**src/rtl/timer_pkg.sv**
```systemverilog
// Shared constants and helpers for the multi-channel APB timer.
// Holds the register offsets, control/status bit positions and the tick decode.
package timer_pkg;

   localparam logic [2:0] OFF_TDR  = 3'd0;
   localparam logic [2:0] OFF_TCR  = 3'd1;
   localparam logic [2:0] OFF_TSR  = 3'd2;
   localparam logic [2:0] OFF_TIER = 3'd3;
   localparam logic [2:0] OFF_TCNT = 3'd4;

   localparam int LOAD = 7;
   localparam int ARL  = 6;
   localparam int DN   = 5;
   localparam int EN   = 4;

   localparam int OVF  = 0;
   localparam int UDF  = 1;

   localparam int CH_STRIDE = 8;

   // True on the edge where prescaler bit cks falls from 1 to 0.
   function automatic logic presc_tick(input logic [3:0] presc, input logic [1:0] cks);
      logic r;
      case (cks)
         2'd0:    r = presc[0];
         2'd1:    r = &presc[1:0];
         2'd2:    r = &presc[2:0];
         2'd3:    r = &presc[3:0];
         default: r = 1'b0;
      endcase
      return r;
   endfunction

endpackage

```
**src/rtl/timer_ch.sv**
```systemverilog
// One timer channel: TDR/TCR/TSR/TIER/TCNT registers, up/down counter,
// sticky overflow/underflow flags and a registered level interrupt.
module timer_ch
   import timer_pkg::*;
#(
   parameter int CNT_W = 8
) (
   input  logic             i_pclk,
   input  logic             i_presetn,
   input  logic [3:0]       i_presc,
   input  logic             i_we,
   input  logic [2:0]       i_off,
   input  logic [CNT_W-1:0] i_wdata,
   output logic [CNT_W-1:0] o_rdata,
   output logic             o_irq_nxt,
   output logic             o_irq
);

   logic [CNT_W-1:0] r_tdr;
   logic [7:0]       r_tcr;
   logic [1:0]       r_tsr;
   logic [1:0]       r_tier;
   logic [CNT_W-1:0] r_tcnt;
   logic             r_irq;

   logic             w_tick;
   logic [CNT_W-1:0] w_cnt_nxt;
   logic             w_ovf_set;
   logic             w_udf_set;
   logic [1:0]       w_set;
   logic [1:0]       w_tsr_nxt;
   logic [CNT_W-1:0] w_rdata;
   logic             w_irq_nxt;

   // Counter next-state: load dominates, then a counting tick with wrap/reload.
   always_comb begin
      w_tick    = presc_tick(i_presc, r_tcr[1:0]);
      w_cnt_nxt = r_tcnt;
      w_ovf_set = 1'b0;
      w_udf_set = 1'b0;
      if (r_tcr[LOAD]) begin
         w_cnt_nxt = r_tdr;
      end else if (r_tcr[EN] && w_tick) begin
         if (!r_tcr[DN]) begin
            if (r_tcnt == {CNT_W{1'b1}}) begin
               w_cnt_nxt = r_tcr[ARL] ? r_tdr : {CNT_W{1'b0}};
               w_ovf_set = 1'b1;
            end else begin
               w_cnt_nxt = r_tcnt + CNT_W'(1'b1);
            end
         end else begin
            if (r_tcnt == {CNT_W{1'b0}}) begin
               w_cnt_nxt = r_tcr[ARL] ? r_tdr : {CNT_W{1'b1}};
               w_udf_set = 1'b1;
            end else begin
               w_cnt_nxt = r_tcnt - CNT_W'(1'b1);
            end
         end
      end else begin
         w_cnt_nxt = r_tcnt;
      end
   end

   // Status next-state: write-0-to-clear, a hardware set in the same cycle wins.
   always_comb begin
      w_set      = 2'b00;
      w_set[OVF] = w_ovf_set;
      w_set[UDF] = w_udf_set;
      if (i_we && (i_off == OFF_TSR)) begin
         w_tsr_nxt = (r_tsr & i_wdata[1:0]) | w_set;
      end else begin
         w_tsr_nxt = r_tsr | w_set;
      end
   end

   // Register read-back for this channel, selected by offset.
   always_comb begin
      case (i_off)
         OFF_TDR:  w_rdata = r_tdr;
         OFF_TCR:  w_rdata = CNT_W'(r_tcr);
         OFF_TSR:  w_rdata = CNT_W'(r_tsr);
         OFF_TIER: w_rdata = CNT_W'(r_tier);
         OFF_TCNT: w_rdata = r_tcnt;
         default:  w_rdata = {CNT_W{1'b0}};
      endcase
   end

   assign w_irq_nxt = |(r_tsr & r_tier);

   // Channel state registers.
   always_ff @(posedge i_pclk or negedge i_presetn) begin
      if (!i_presetn) begin
         r_tdr  <= {CNT_W{1'b0}};
         r_tcr  <= 8'h00;
         r_tsr  <= 2'b00;
         r_tier <= 2'b00;
         r_tcnt <= {CNT_W{1'b0}};
         r_irq  <= 1'b0;
      end else begin
         if (i_we && (i_off == OFF_TDR)) begin
            r_tdr <= i_wdata;
         end
         if (i_we && (i_off == OFF_TCR)) begin
            r_tcr <= i_wdata[7:0] & 8'hF3;
         end
         if (i_we && (i_off == OFF_TIER)) begin
            r_tier <= i_wdata[1:0];
         end
         r_tsr  <= w_tsr_nxt;
         r_tcnt <= w_cnt_nxt;
         r_irq  <= w_irq_nxt;
      end
   end

   assign o_rdata   = w_rdata;
   assign o_irq_nxt = w_irq_nxt;
   assign o_irq     = r_irq;

endmodule

```
**src/rtl/timer_multi_ch.sv**
```systemverilog
// N-channel APB timer: address decode, read mux, shared prescaler and irq_any,
// with the per-channel state held in timer_ch instances.
module timer_multi_ch
   import timer_pkg::*;
#(
   parameter int NUM_CH = 4,
   parameter int CNT_W  = 8,
   parameter int ADDR_W = 8
) (
   input  logic              i_pclk,
   input  logic              i_presetn,
   input  logic              i_psel,
   input  logic              i_penable,
   input  logic              i_pwrite,
   input  logic [ADDR_W-1:0] i_paddr,
   input  logic [CNT_W-1:0]  i_pwdata,
   output logic [CNT_W-1:0]  o_prdata,
   output logic              o_pready,
   output logic              o_pslverr,
   output logic [NUM_CH-1:0] o_irq,
   output logic              o_irq_any
);

   logic [3:0]        r_presc;
   logic              r_irq_any;

   logic [31:0]       w_idx;
   logic [2:0]        w_off;
   logic              w_access;
   logic              w_err;
   logic              w_wr;
   logic [NUM_CH-1:0] w_we;
   logic [NUM_CH-1:0] w_irq_nxt;
   logic [CNT_W-1:0]  w_ch_rdata [NUM_CH];
   logic [CNT_W-1:0]  w_rdata;

   assign w_idx    = 32'(i_paddr[ADDR_W-1:3]);
   assign w_off    = i_paddr[2:0];
   assign w_access = i_psel & i_penable;
   // Any slave error also blocks the write, so an erroring access changes nothing.
   assign w_err    = w_access & ((w_idx >= 32'(NUM_CH)) | (w_off > OFF_TCNT) |
                                 (i_pwrite & (w_off == OFF_TCNT)));
   assign w_wr     = w_access & i_pwrite & ~w_err;

   for (genvar g = 0; g < NUM_CH; g++) begin : g_ch
      assign w_we[g] = w_wr & (w_idx == 32'(g));

      timer_ch #(
         .CNT_W(CNT_W)
      ) u_ch (
         .i_pclk    (i_pclk),
         .i_presetn (i_presetn),
         .i_presc   (r_presc),
         .i_we      (w_we[g]),
         .i_off     (w_off),
         .i_wdata   (i_pwdata),
         .o_rdata   (w_ch_rdata[g]),
         .o_irq_nxt (w_irq_nxt[g]),
         .o_irq     (o_irq[g])
      );
   end

   // Read data is driven only during a legal read access phase.
   always_comb begin
      w_rdata = {CNT_W{1'b0}};
      if (w_access && !i_pwrite && !w_err) begin
         for (int c = 0; c < NUM_CH; c++) begin
            w_rdata = (w_idx == 32'(c)) ? w_ch_rdata[c] : w_rdata;
         end
      end else begin
         w_rdata = {CNT_W{1'b0}};
      end
   end

   // Shared free-running prescaler and the aggregate interrupt register.
   always_ff @(posedge i_pclk or negedge i_presetn) begin
      if (!i_presetn) begin
         r_presc   <= 4'd0;
         r_irq_any <= 1'b0;
      end else begin
         r_presc   <= r_presc + 4'd1;
         r_irq_any <= |w_irq_nxt;
      end
   end

   assign o_prdata  = w_rdata;
   assign o_pready  = 1'b1;
   assign o_pslverr = w_err;
   assign o_irq_any = r_irq_any;

endmodule

```
**config.mk**
```make
export PLATFORM = sky130hd
export DESIGN_NAME = timer_multi_ch
export DESIGN_NICKNAME = d
export VERILOG_FILES = /design/src/rtl/timer_pkg.sv /design/src/rtl/timer_ch.sv /design/src/rtl/timer_multi_ch.sv
export SDC_FILE = /design/constraint.sdc
export NUM_CORES = 1
export LEC_CHECK = 0
export CAP_MARGIN = 20
export CORE_ASPECT_RATIO = 1.75
export CORE_MARGIN = 2
export CORE_UTILIZATION = 55
export CTS_BUF_LIST = sky130_fd_sc_hd__clkbuf_16
export DETAILED_ROUTE_END_ITERATION = 16
export GPL_TIMING_DRIVEN = 0
export PLACE_DENSITY = 0.78
export SKIP_CTS_REPAIR_TIMING = 1
export SLEW_MARGIN = 10
export SYNTH_ARGS = -nofsm -noshare
export SYNTH_HDL_FRONTEND = slang
export SYNTH_HIERARCHICAL = 1
export SYNTH_SLANG_ARGS = --single-unit
```
**constraint.sdc**
```tcl
create_clock -name i_pclk -period 6.05 [get_ports i_pclk]
set_input_delay 0.9075 -clock i_pclk [delete_from_list [all_inputs] [get_ports i_pclk]]
set_output_delay 0.9075 -clock i_pclk [all_outputs]
set_load 0.1 [all_outputs]
```
# After elaboration in Yosys (flattened, before gate mapping)
# Index checks and enable logic that the tools add are counted.
dict set report totals {
  word_cells 211
  reg_bits 113
  out_inout_bits 15
  in_bits 21
}
dict set report classes {
  add_sub_neg 9
  muxes 77
  n_eq_ne 23
  reduce_logical 46
  n_bitwise 28
  n_lt_le_gt_ge 2
}
# operator n
set op_table {}
lappend op_table {{$mux W8} 33}
lappend op_table {{$pmux W8 S5} 4}
lappend op_table {{$add A8 B1 Y8 const B} 4}
lappend op_table {{$eq A8 B8 Y1 const B} 4}
lappend op_table {{$logic_not A32 Y1} 1}
lappend op_table {{$logic_not A8 Y1} 4}
lappend op_table {{$mux W1} 32}
lappend op_table {{$sub A8 B1 Y8 const B} 4}
lappend op_table {{$logic_and A1 B1 Y1} 22}
lappend op_table {{$and A2 B2 Y2} 8}
lappend op_table {{$eq A2 B2 Y1 const B} 8}
lappend op_table {{$or A2 B2 Y2} 8}
lappend op_table {{$pmux W1 S4} 4}
lappend op_table {{$eq A5 B2 Y1 const B} 2}
lappend op_table {{$and A1 B1 Y1} 9}
lappend op_table {{$eq A2 B1 Y1 const B} 4}
lappend op_table {{$logic_not A2 Y1} 4}
lappend op_table {{$mux W2} 4}
lappend op_table {{$reduce_bool A2 Y1} 4}
lappend op_table {{$reduce_or A2 Y1} 4}
lappend op_table {{$reduce_or A8 Y1} 1}
lappend op_table {{$eq A3 B2 Y1 const B} 2}
lappend op_table {{$eq A5 B1 Y1 const B} 1}
lappend op_table {{$ge A5 B3 Y1 const B} 1}
lappend op_table {{11 further kinds} 13}

# Longest topological paths before layout
dict set report logic_depth {
  ltp_word 9
  mapped_depth 9
  ltp_nobuf 8
}

# By module
# Netlist, hierarchy kept.
# module seq_area_each_um2 area_per_inst_um2 cells_per_inst n_inst
set modules_own_cells {}
lappend modules_own_cells {{timer_ch at g_ch[0].u_ch ...} 675.6 1945.6 227 3}
lappend modules_own_cells {{timer_ch at g_ch[3].u_ch} 675.6 1961.9 221 1}
lappend modules_own_cells {timer_multi_ch 125.1 531.8 43 1}

# Worst setup path before layout
# Ideal clock, no wire load.
dict set report synth_timing {
  path_type {input to output}
  from {in i_psel}
  to {out o_pslverr}
  arrival_time_ns 3.269
  n_path_buf 0
  slack_ns 1.874
  required_time_ns 5.142
  cell_stages 2
  cell_sequence {and2_1 a21boi_0}
}
dict set report synth_via {
  elab_chain_cells 2
}
# element line
set synth_rtl {}
lappend synth_rtl {{start, declared} timer_multi_ch.sv:12} ;# input logic i_psel,
lappend synth_rtl {{$and A1 B1 Y1} timer_multi_ch.sv:39} ;# assign w_access = i_psel & i_penable;
lappend synth_rtl {{$and A1 B1 Y1} timer_multi_ch.sv:41} ;# assign w_err = w_access & ((w_idx >= 32'(NUM_CH)) | (w_off > OFF_TCNT) |
lappend synth_rtl {{end, declared} timer_multi_ch.sv:19} ;# output logic o_pslverr,
# Every way passes these cells.

==> summary.md <==
| Metric | Value |
|---|---|
| Ys async rst share | `1.00` |
| Max-Cap Viols | `0` |
| WP data arrival | `between 4000 and 5000 ps` |
| Core ar. | `approximately 15000 sq um` |
| Finished Layout Cells | `about 1200` |
| Pint | `1.58 mW` |
| # IOs | `36` |
| Biggest area consumer among synthesized cells | `dfrtp_1` |
| Via count | `8024` |
| M1 WL | `9180 um` |
| Syn nets | `979` |
| Tot Pwr | `2.15 mW` |
| Final WL | `25300 um` |
| Gpl congestion | `slightly below 1` |
| Ys Warns | `6` |
| Commonest non-fill, non-tap cells in the layout | `dfrtp_1, a21oi_1, clkbuf_1, nor2_1, nand2_1` |
| Pins Over Slew Limit | `0` |
| Share of layout cells above drive strength 1 | `0.140` |
| Post-synthesis sequential area ratio | `0.339` |
| Clock share of power | `0.481` |
| Setup Skew | `7.98 ps` |
| Std cell rows | `59` |
| Top FF cell, synth | `dfrtp_1` |
| Clock Latency Late Sink | `420 ps` |
| HP Class | `input port to async pin` |
| Sw frac | `0.264` |
| Status | `finished clean` |
| Max_slew headroom | `0.243` |
| Period utilization | `0.969` |
| Yosys cell types | `63` |
| Startpoint Class | `input port` |
| Drt drc | `0` |
| Maximum number of pins on one net before global-route repair | `61` |
| Antenna-violating nets left | `0` |
| Yosys top cell area share | `0.339` |
| Top cells by area, synth | `dfrtp_1, mux2_2, a21oi_1` |
| Drt wl/cell | `21.1 um` |
| DIE HEIGHT | `around 170 um` |
| Clock sink total | `113` |
| Fin. Hold Viols | `0` |
| Post-synthesis cell area | `8330 sq um` |
| Reg clk slew, reported paths | `50 ps` |
| Max Fclk | `171 MHz` |
| Combinational share of power | `0.156` |
| Reg-to-reg endpoint | `g_ch[0].u_ch/r_tcnt[4]$_DFFE_PN0P_` |
| Sequential share of power | `0.364` |
| Min Tclk post-route | `~5900 ps` |
| All-Layer GR Usage | `0.312` |
| Power per cell area | `226 nW/um^2` |
| Total CTS buffers | `17` |
| H-tree Lvls | `4` |
| Post-synthesis instance total | `945` |
| RSZ-0062 raised after global routing | `no` |
| CTS tree | `yes` |
| Post-Place Cells | `between 1000 and 1500` |
| Starting Density | `0.561` |
| WS Path Type | `input port to output pin` |
| R2R setup slack | `3410 ps` |
| Initial antenna violation count | `0` |
| Slew @ Worst Pin | `1140 ps` |
| Congestion Overflow GR | `0` |
| R2R cell count | `8` |
| Vias/cell | `6.71` |
| Mean Syn Cell Area | `roughly 8.8 sq um` |
| Final Setup Violations | `0` |
| Die ar. | `16200 sq um` |
| Highest metal used | `met4` |
| Clock tree buffer depth | `2` |
| Hpwl dp | `17500 um` |
| Met2 WL | `13000 um` |
| Yosys reg bits | `113` |
| CP required | `5140 ps` |
| Worst r2r src | `g_ch[0].u_ch/r_tcnt[4]$_DFFE_PN0P_` |
| Met3 wire len | `1660 um` |
| Number of enable flip-flop cells after synthesis | `0` |
| Leak | `3.97 nW` |
| Synthesis-to-layout area growth | `14.5%` |
| Drt first pass iters | `6` |
| Setup crit end kind | `output pin` |
| Most common cell after layout, fill and taps aside | `dfrtp_1` |
| Net switching power | `approximately 0.57 mW` |
| Vias in the first global route | `7849` |
| # port buffers | `34` |
| Final #Nets | `1034` |
| Initial DRC count | `781` |
| Worst vdd ir | `212 uV` |
| Ant diodes | `0` |
| First-pass GRT wire length | `around 40000 um` |
| Die width | `just under 100 um` |
| Root buffer cell | `clkbuf_16` |
| Peak fanout along the critical path | `22` |
## Yosys cell counts, drive strengths merged, types with 13 or more instances
cell type and instances:
a21oi 76, nor2 64, ha 13, buf 21
mux2 56, o21ai 59, nand2 63, inv 26
mux2i 31, nor3 22, o31ai 14, dfrtp 113
a22oi 16, nor4 15, xnor2 16, clkbuf 65
nand3 24, o221ai 13, nor2b 32
## layout make-up
type	instances	area [sq um]
fillers	1247	5300
inverters	32	120
plain buffers	86	413
clock buffers	17	425
flip-flops and latches	113	2830
well taps	183	229
clock inverters	15	175
multi-input cells	714	4970
repair buffers	36	377
## state kept, by name, summed over array words and instances, names as in the netlist
signal / flops
o_irq_any: 1
g_ch.u_ch/r_tier: 8
g_ch.u_ch/r_tcnt: 32
g_ch.u_ch/r_tdr: 32
r_presc: 4
g_ch.u_ch/o_irq: 4
g_ch.u_ch/r_tsr: 8
g_ch.u_ch/r_tcr: 24
## how the worst max path moves through the flow
| stage | cells past startpoint | end | startpoint | slack, ps |
|---|---|---|---|---|
| global route | 8 | o_prdata[7] | i_paddr[0] | 80 |
| floorplan | 2 | o_pslverr | i_psel | 1870 |
| CTS | 8 | o_prdata[0] | i_paddr[0] | 190 |
| global placement | 1 | g_ch[0].u_ch/r_tcnt[6]$_DFFE_PN0P_ | i_presetn | -310 |
| detailed placement | 8 | o_prdata[0] | i_paddr[0] | 220 |
| finish | 8 | o_prdata[7] | i_paddr[0] | 190 |
## metrics by stage
stage               setup TNS (ps)  setup slack (ps)  area [sq um]   util  hold slack, ps
floorplan                        0              1870          8330      -             487
global placement            -33470              -309          8900  0.600             512
detailed placement               0               218          8930  0.602             521
CTS                              0               194          9530  0.642             462
global route                     0              84.5          9540  0.643             478
finish                           0               186          9540  0.643             438
## power by group through the flow
stage / clock network (mW) / registers [mW] / logic (mW)
global route: 1.08 / 0.784 / 0.362
CTS: 1.04 / 0.783 / 0.329
global placement: 0 / 0.796 / 0.319
finish: 1.03 / 0.783 / 0.335
floorplan: 0 / 0.799 / 0.219
detailed placement: 0 / 0.796 / 0.326
## cell families (layout without fill, tap and decap cells)
kind of cell	Yosys count	in the layout	synth area share
simple gates	301	301	0.195
compound gates	278	278	0.219
buf+inv	118	186	0.0640
flops	113	113	0.339
mux	95	95	0.135
xor+xnor	26	26	0.0273
fa+ha+maj	13	13	0.0195
other cells	1	1	0.000450
## worst max-delay path: stages
cell and delay (ps):
clkdlybuf4s50_1 1140, clkbuf_1 420, nor2b_1 410, a21oi_1 150
nor2_1 190, mux4_1 240, nor2b_1 290, clkdlybuf4s50_1 1200
## per-layer routing
| metal | GRT usage | vias to the layer above |
|---|---|---|
| met4 | 0.187 | 0 |
| li1 | - | 3617 |
| met5 | 0 | - |
| met1 | 0.352 | 3839 |
| met3 | 0.0529 | 115 |
| met2 | 0.547 | 453 |
Power figures use the tool's default switching activity.
